**src/rtl/lcd_pkg.sv**
```systemverilog
// Shared definitions for the LCD bus controller: state encoding, requester
// classes, the power-on init ROM and the slow-command constants.
package lcd_pkg;

  typedef enum logic [2:0] {
    ST_PWRUP = 3'd0,
    ST_IDLE  = 3'd1,
    ST_SETUP = 3'd2,
    ST_PULSE = 3'd3,
    ST_WAIT  = 3'd4
  } lcd_state_e;

  // Requester class, used as the round-robin "last served" pointer.
  typedef enum logic {
    SRC_CMD = 1'b0,
    SRC_DAT = 1'b1
  } lcd_src_e;

  localparam int unsigned INIT_LEN = 6;

  localparam logic [7:0] CMD_CLEAR = 8'h01;
  localparam logic [7:0] CMD_HOME  = 8'h02;

  // Init ROM: 8-bit bus, 2 lines, display on, clear, entry mode increment.
  function automatic logic [7:0] init_byte(input logic [2:0] idx);
    logic [7:0] b;
    b = 8'h00;
    case (idx)
      3'd0:    b = 8'h38;
      3'd1:    b = 8'h38;
      3'd2:    b = 8'h38;
      3'd3:    b = 8'h0C;
      3'd4:    b = 8'h01;
      3'd5:    b = 8'h06;
      default: b = 8'h00;
    endcase
    return b;
  endfunction

  // Clear and home need the long post-write wait; only as commands (RS=0).
  function automatic logic is_long_cmd(input logic rs, input logic [7:0] b);
    return !rs && ((b == CMD_CLEAR) || (b == CMD_HOME));
  endfunction

endpackage

```
**src/rtl/lcd_timer.sv**
```systemverilog
// Loadable down-counter. A loaded value N keeps done_o low for N cycles;
// the count then sticks at zero until the next load.
module lcd_timer #(
  parameter int unsigned W = 8
) (
  input  logic         clk_i,
  input  logic         load_i,
  input  logic [W-1:0] load_val_i,
  output logic         done_o
);

  logic [W-1:0] cnt_q;
  logic [W-1:0] cnt_d;

  // Load has priority; otherwise count down and saturate at zero.
  always_comb begin
    cnt_d = cnt_q;
    if (load_i) begin
      cnt_d = load_val_i;
    end else if (cnt_q != '0) begin
      cnt_d = cnt_q - W'(1);
    end
  end

  // Counter register; the owner forces a load while in reset.
  always_ff @(posedge clk_i) begin
    cnt_q <= cnt_d;
  end

  assign done_o = (cnt_q == '0);

endmodule

```
**src/rtl/lcd_bus_ctrl.sv**
```systemverilog
// HD44780-style 8-bit LCD bus controller. Runs the power-on init sequence,
// then serialises command/data writes from two requesters with round-robin
// arbitration, generating RS/data setup, the enable strobe and the
// post-write busy wait.
module lcd_bus_ctrl
  import lcd_pkg::*;
#(
  parameter int unsigned P_PWRUP_CYC = 750000,
  parameter int unsigned P_SETUP_CYC = 2,
  parameter int unsigned P_EN_CYC    = 12,
  parameter int unsigned P_WAIT_CYC  = 2000,
  parameter int unsigned P_CLR_CYC   = 82000
) (
  input  logic       iClk,
  input  logic       iReset,
  input  logic       iReqCmd,
  input  logic [7:0] iCmd,
  input  logic       iReqDat,
  input  logic [7:0] iDat,
  output logic [7:0] oDato,
  output logic       oRS,
  output logic       oEnable,
  output logic       oAckCmd,
  output logic       oAckDat,
  output logic       oBusy,
  output logic       oInitDone
);

  localparam int unsigned MAX_A   = (P_PWRUP_CYC > P_SETUP_CYC) ? P_PWRUP_CYC : P_SETUP_CYC;
  localparam int unsigned MAX_B   = (P_EN_CYC > P_WAIT_CYC) ? P_EN_CYC : P_WAIT_CYC;
  localparam int unsigned MAX_C   = (MAX_A > MAX_B) ? MAX_A : MAX_B;
  localparam int unsigned MAX_CYC = (MAX_C > P_CLR_CYC) ? MAX_C : P_CLR_CYC;
  localparam int unsigned CNT_W   = $clog2(MAX_CYC + 1);

  // A state lasting N cycles loads N-1: the exit edge is the one seeing zero.
  localparam logic [CNT_W-1:0] LD_PWRUP = CNT_W'(P_PWRUP_CYC - 1);
  localparam logic [CNT_W-1:0] LD_SETUP = CNT_W'(P_SETUP_CYC - 1);
  localparam logic [CNT_W-1:0] LD_EN    = CNT_W'(P_EN_CYC - 1);
  localparam logic [CNT_W-1:0] LD_WAIT  = CNT_W'(P_WAIT_CYC - 1);
  localparam logic [CNT_W-1:0] LD_CLR   = CNT_W'(P_CLR_CYC - 1);

  localparam logic [2:0] LAST_INIT_IDX = 3'(INIT_LEN - 1);

  lcd_state_e       state_q, state_d;
  logic [2:0]       idx_q, idx_d;
  logic [7:0]       dato_q, dato_d;
  logic             rs_q, rs_d;
  logic             en_q, en_d;
  logic             ack_cmd_q, ack_cmd_d;
  logic             ack_dat_q, ack_dat_d;
  logic             init_done_q, init_done_d;
  lcd_src_e         last_q, last_d;

  logic             grant_cmd;
  logic             grant_dat;

  logic             tmr_load;
  logic [CNT_W-1:0] tmr_val;
  logic             tmr_done;

  lcd_timer #(
    .W(CNT_W)
  ) u_timer (
    .clk_i      (iClk),
    .load_i     (tmr_load),
    .load_val_i (tmr_val),
    .done_o     (tmr_done)
  );

  // Next-state, bus latch, arbitration and init sequencing.
  always_comb begin
    state_d     = state_q;
    idx_d       = idx_q;
    dato_d      = dato_q;
    rs_d        = rs_q;
    init_done_d = init_done_q;
    last_d      = last_q;
    ack_cmd_d   = 1'b0;
    ack_dat_d   = 1'b0;
    grant_cmd   = 1'b0;
    grant_dat   = 1'b0;

    case (state_q)
      ST_PWRUP: begin
        if (tmr_done) begin
          state_d = ST_SETUP;
          idx_d   = '0;
          dato_d  = init_byte('0);
          rs_d    = 1'b0;
        end
      end

      ST_IDLE: begin
        if (init_done_q) begin
          grant_cmd = iReqCmd && (!iReqDat || (last_q == SRC_DAT));
          grant_dat = iReqDat && !grant_cmd;
          if (grant_cmd) begin
            state_d   = ST_SETUP;
            dato_d    = iCmd;
            rs_d      = 1'b0;
            ack_cmd_d = 1'b1;
            last_d    = SRC_CMD;
          end else if (grant_dat) begin
            state_d   = ST_SETUP;
            dato_d    = iDat;
            rs_d      = 1'b1;
            ack_dat_d = 1'b1;
            last_d    = SRC_DAT;
          end
        end
      end

      ST_SETUP: begin
        if (tmr_done) begin
          state_d = ST_PULSE;
        end
      end

      ST_PULSE: begin
        if (tmr_done) begin
          state_d = ST_WAIT;
        end
      end

      ST_WAIT: begin
        if (tmr_done) begin
          if (init_done_q) begin
            state_d = ST_IDLE;
          end else if (idx_q == LAST_INIT_IDX) begin
            state_d     = ST_IDLE;
            init_done_d = 1'b1;
          end else begin
            idx_d   = idx_q + 3'd1;
            dato_d  = init_byte(idx_d);
            rs_d    = 1'b0;
            state_d = ST_SETUP;
          end
        end
      end

      default: begin
        state_d = ST_PWRUP;
      end
    endcase

    en_d = (state_d == ST_PULSE);
  end

  // Timer reload on every state entry; reset holds the power-up count.
  always_comb begin
    tmr_load = (state_d != state_q);
    tmr_val  = '0;
    case (state_d)
      ST_PWRUP: tmr_val = LD_PWRUP;
      ST_SETUP: tmr_val = LD_SETUP;
      ST_PULSE: tmr_val = LD_EN;
      ST_WAIT:  tmr_val = is_long_cmd(rs_d, dato_d) ? LD_CLR : LD_WAIT;
      default:  tmr_val = '0;
    endcase
    if (!iReset) begin
      tmr_load = 1'b1;
      tmr_val  = LD_PWRUP;
    end
  end

  // State and output registers with synchronous active-low reset.
  always_ff @(posedge iClk) begin
    if (!iReset) begin
      state_q     <= ST_PWRUP;
      idx_q       <= '0;
      dato_q      <= '0;
      rs_q        <= 1'b0;
      en_q        <= 1'b0;
      ack_cmd_q   <= 1'b0;
      ack_dat_q   <= 1'b0;
      init_done_q <= 1'b0;
      last_q      <= SRC_DAT;
    end else begin
      state_q     <= state_d;
      idx_q       <= idx_d;
      dato_q      <= dato_d;
      rs_q        <= rs_d;
      en_q        <= en_d;
      ack_cmd_q   <= ack_cmd_d;
      ack_dat_q   <= ack_dat_d;
      init_done_q <= init_done_d;
      last_q      <= last_d;
    end
  end

  assign oDato     = dato_q;
  assign oRS       = rs_q;
  assign oEnable   = en_q;
  assign oAckCmd   = ack_cmd_q;
  assign oAckDat   = ack_dat_q;
  assign oInitDone = init_done_q;
  assign oBusy     = (state_q != ST_IDLE) || !init_done_q;

endmodule

```
**config.mk**
```make
export PLATFORM = sky130hd
export DESIGN_NAME = lcd_bus_ctrl
export DESIGN_NICKNAME = d
export VERILOG_FILES = /design/src/rtl/lcd_pkg.sv /design/src/rtl/lcd_timer.sv /design/src/rtl/lcd_bus_ctrl.sv
export SDC_FILE = /design/constraint.sdc
export NUM_CORES = 1
export LEC_CHECK = 0
export CAP_MARGIN = 10
export CORE_AREA = 2 2 70 72
export CTS_BUF_LIST = sky130_fd_sc_hd__clkbuf_8
export DETAILED_ROUTE_END_ITERATION = 16
export DIE_AREA = 0 0 72 74
export PLACE_DENSITY = 0.81
export REMOVE_ABC_BUFFERS = 1
export SKIP_CTS_REPAIR_TIMING = 1
export SYNTH_ARGS = -nofsm -noshare
export SYNTH_HDL_FRONTEND = slang
export SYNTH_SLANG_ARGS = --single-unit
export TNS_END_PERCENT = 5
```
**constraint.sdc**
```tcl
create_clock -name iClk -period 5.89 [get_ports iClk]
set_input_delay 1.178 -clock iClk [delete_from_list [all_inputs] [get_ports iClk]]
set_output_delay 1.178 -clock iClk [all_outputs]
set_load 0.05 [all_outputs]
```
==> results_dict.tcl <==
set metrics [dict create \
    outcome "complete, no violations" \
    routed.top_layer "met4" \
    finalSetupViolations 0 \
    skew_ns 0.0102 \
    p_per_area_nw_per_um2 192 \
    ir_drop_mv 0.141 \
    grt_max_degree 24 \
    fin_cells 362 \
    remaining_drc_errors 0 \
    leakagePower_nw 1.04 \
    cts_root_buf "clkbuf_8" \
    placed_cells 354 \
    drive_gt1_frac 0.0617 \
    power_frac_clock 0.391 \
    synth.yosys.warnings 0 \
    tightest_slew_ns 0.824 \
    synth_area_um2 2550 \
    fin_setup_tns_ns 0 \
    fin_nets 334 \
    clk_latency_ns 0.30 \
    ys_ff_latch 40 \
    max_freq_mhz 243 \
    grt-ovfl-total 0 \
    dp_hpwl_um 4480 \
    maxCapViolCount 0 \
    dpl_cell_area_um2 2900 \
    rsz0062_at_grt "false" \
    numCtsBuffers 5 \
    core_area_um2 4600 \
    drtAntennaViolNets 0 \
    grt_pass1_vias 2110 \
    clk_pin_slew_ns 0.08 \
    routedWlPerCell_um 16.7 \
    finalCritPeriodShare 0.698 \
    synth_flop_cell "edfxtp_1" \
    pwr-share-seq 0.532 \
    switching_share 0.226 \
    wl_met3_um 333 \
    cts_tree "yes" \
    intPower_w 0.000447 \
    multiInputGateArea_um2 1450 \
    die_w_um 72 \
    netlist_instances 280 \
    nFillCells 373 \
    grtUsageTotal 0.238 \
    p_comb_frac 0.077 \
    avgSynthCellArea_um2 9.11 \
    wl_met1_um 2770 \
    synth_seq_area_share 0.392 \
    startpoint_type "input port" \
    num_vias 2254 \
    grt_pass1_wl_um 9800 \
    final_area_um2 3010 \
    drtIter0Drc 149 \
    cp-end-kind "register" \
    ys_types 60 \
    drv_slew 0 \
    net-switching-power_w 0.000131 \
    crit_fanout 20 \
    antenna_found_initial 0 \
    syn_to_final_growth_pct 18.0 \
    synth_edf_count 20 \
    finalHoldViolCount 0 \
    viasPerCell 6.23 \
    min_path_type "register to register" \
    n_antenna_cell 0 \
    routed_wl_um 6050 \
    rows 25 \
    wl_met2_um 2860 \
    io_buffers 33 \
    async_flop_share 0 \
    design.die.area_um2 5330 \
    die_y_um 74 \
    gp_congestion 0.944 \
    dr.pass1.iters 4 \
    crit_arrival_ns 4.03 \
    htree_levels 2 \
    period_needed_ns 4.11 \
    register_area_um2 1000 \
    slew_headroom 0.451 \
    io_pins 34 \
    clock_path_buffers 2 \
    start_util 0.555 \
    critPathRequiredTime_ns 5.81 \
    critical_path_class "input port to register" \
    cts.sink_count 40 \
]
cell families after synthesis:
group	count (synthesis)	share of synthesized area
AOI/OAI and AO/OA	75	0.211
xor gates and xnor gates	19	0.0652
adders and majority gates	7	0.0343
buffers and inverters	27	0.0407
DFF	40	0.392
muxes	2	0.00834
and+or+nand+nor	110	0.248
worst max-delay path, cell delays in order:
cell and delay (ns):
clkdlybuf4s50_1 0.63, o21ai_0 0.42, o21ai_0 0.13, a31oi_1 0.15, a31o_1 0.17, nand3_1 0.46
or3_1 0.87
power groups by stage:
stage / clock network [W] / registers [W] / logic, W
detailed placement: 0 / 0.000314 / 0.0000438
finish: 0.000226 / 0.000307 / 0.0000444
global route: 0.000237 / 0.000308 / 0.0000484
CTS: 0.000228 / 0.000307 / 0.0000440
floorplan: 0 / 0.000311 / 0.0000222
global placement: 0 / 0.000313 / 0.0000429
synth_stat cells (all sizes together), types with 3 or more instances:
master,instances,share of area
nor2,22,0.032
dfxtp,20,0.16
edfxtp,20,0.24
nand2,18,0.026
o21ai,18,0.035
a21oi,14,0.027
inv,14,0.021
clkbuf,11,0.016
xnor2,11,0.038
nor2b,10,0.025
nor3,10,0.024
or3,8,0.020
xor2,8,0.027
ha,7,0.034
nor4,7,0.023
nand3,6,0.012
and3,5,0.012
nand4,5,0.012
o211ai,5,0.015
a211oi,4,0.012
a31oi,4,0.016
and2,4,0.0098
o31ai,4,0.012
or4,4,0.013
a21boi,3,0.0088
a221oi,3,0.015
a32oi,3,0.010
metrics by stage:
step / hold WS, ns / util / power [W] / worst slack, ns
2_1_floorplan: 0.478 / - / 0.000334 / 2.72
3_3_place_gp: 0.499 / 0.630 / 0.000356 / 1.57
3_5_place_dp: 0.534 / 0.630 / 0.000357 / 1.51
4_1_cts: 0.546 / 0.654 / 0.000579 / 1.80
5_1_grt: 0.583 / 0.654 / 0.000594 / 1.52
6_report: 0.529 / 0.654 / 0.000578 / 1.78
sequential cells by signal (all words and copies together) (netlist names):
register       cells
oAckDat            1
oAckCmd            1
oInitDone          1
state_q            3
idx_q              3
u_timer.cnt_q     20
oEnable            1
last_q             1
oDato              8
oRS                1
worst paths after layout:
| kind | start | to | slack [ns] | cells past startpoint |
|---|---|---|---|---|
| worst max-delay path | iReqCmd | u_timer.cnt_q[19] | 1.78 | 7 |
| worst min-delay path | idx_q[0] | idx_q[0] | 0.53 | 2 |
| worst max register to register | u_timer.cnt_q[0] | u_timer.cnt_q[19] | 2.27 | 8 |
| worst min register to register | idx_q[0] | idx_q[0] | 0.53 | 2 |
per-layer routing:
metal / track usage / up-vias
li1: - / 1100
met1: 0.325 / 1056
met2: 0.382 / 85
met3: 0.0461 / 13
met4: 0.0818 / 0
met5: 0 / -
placed cells by master (no fill, tap or decap), types with 4 or more instances in the layout:
cell type / Yosys / final
and3_1: 5 / 5
a21oi_1: 14 / 14
nand3_1: 6 / 6
nor2b_1: 10 / 10
o21ai_0: 11 / 11
edfxtp_1: 20 / 20
o21ai_1: 7 / 7
or3_1: 8 / 8
clkbuf_8: 0 / 5
ha_1: 7 / 7
inv_1: 13 / 13
xnor2_1: 11 / 11
xor2_1: 8 / 8
and2_1: 4 / 4
clkdlybuf4s50_1: 0 / 33
a211oi_1: 4 / 4
nand4_1: 5 / 5
nand2_1: 18 / 18
nor3_1: 9 / 9
o31ai_1: 4 / 4
nor4_1: 6 / 6
o211ai_1: 5 / 5
dfxtp_1: 20 / 20
nor2_1: 22 / 22
layout make-up:
type	count	area share
well taps	54	0.0225
multi-input cells	213	0.481
clock inverters	3	0.0141
inverters	14	0.0175
repair buffers	33	0.110
flip-flops and latches	40	0.333
clock buffers	5	0.0229
No activity file was read; power rests on OpenSTA's default activity.
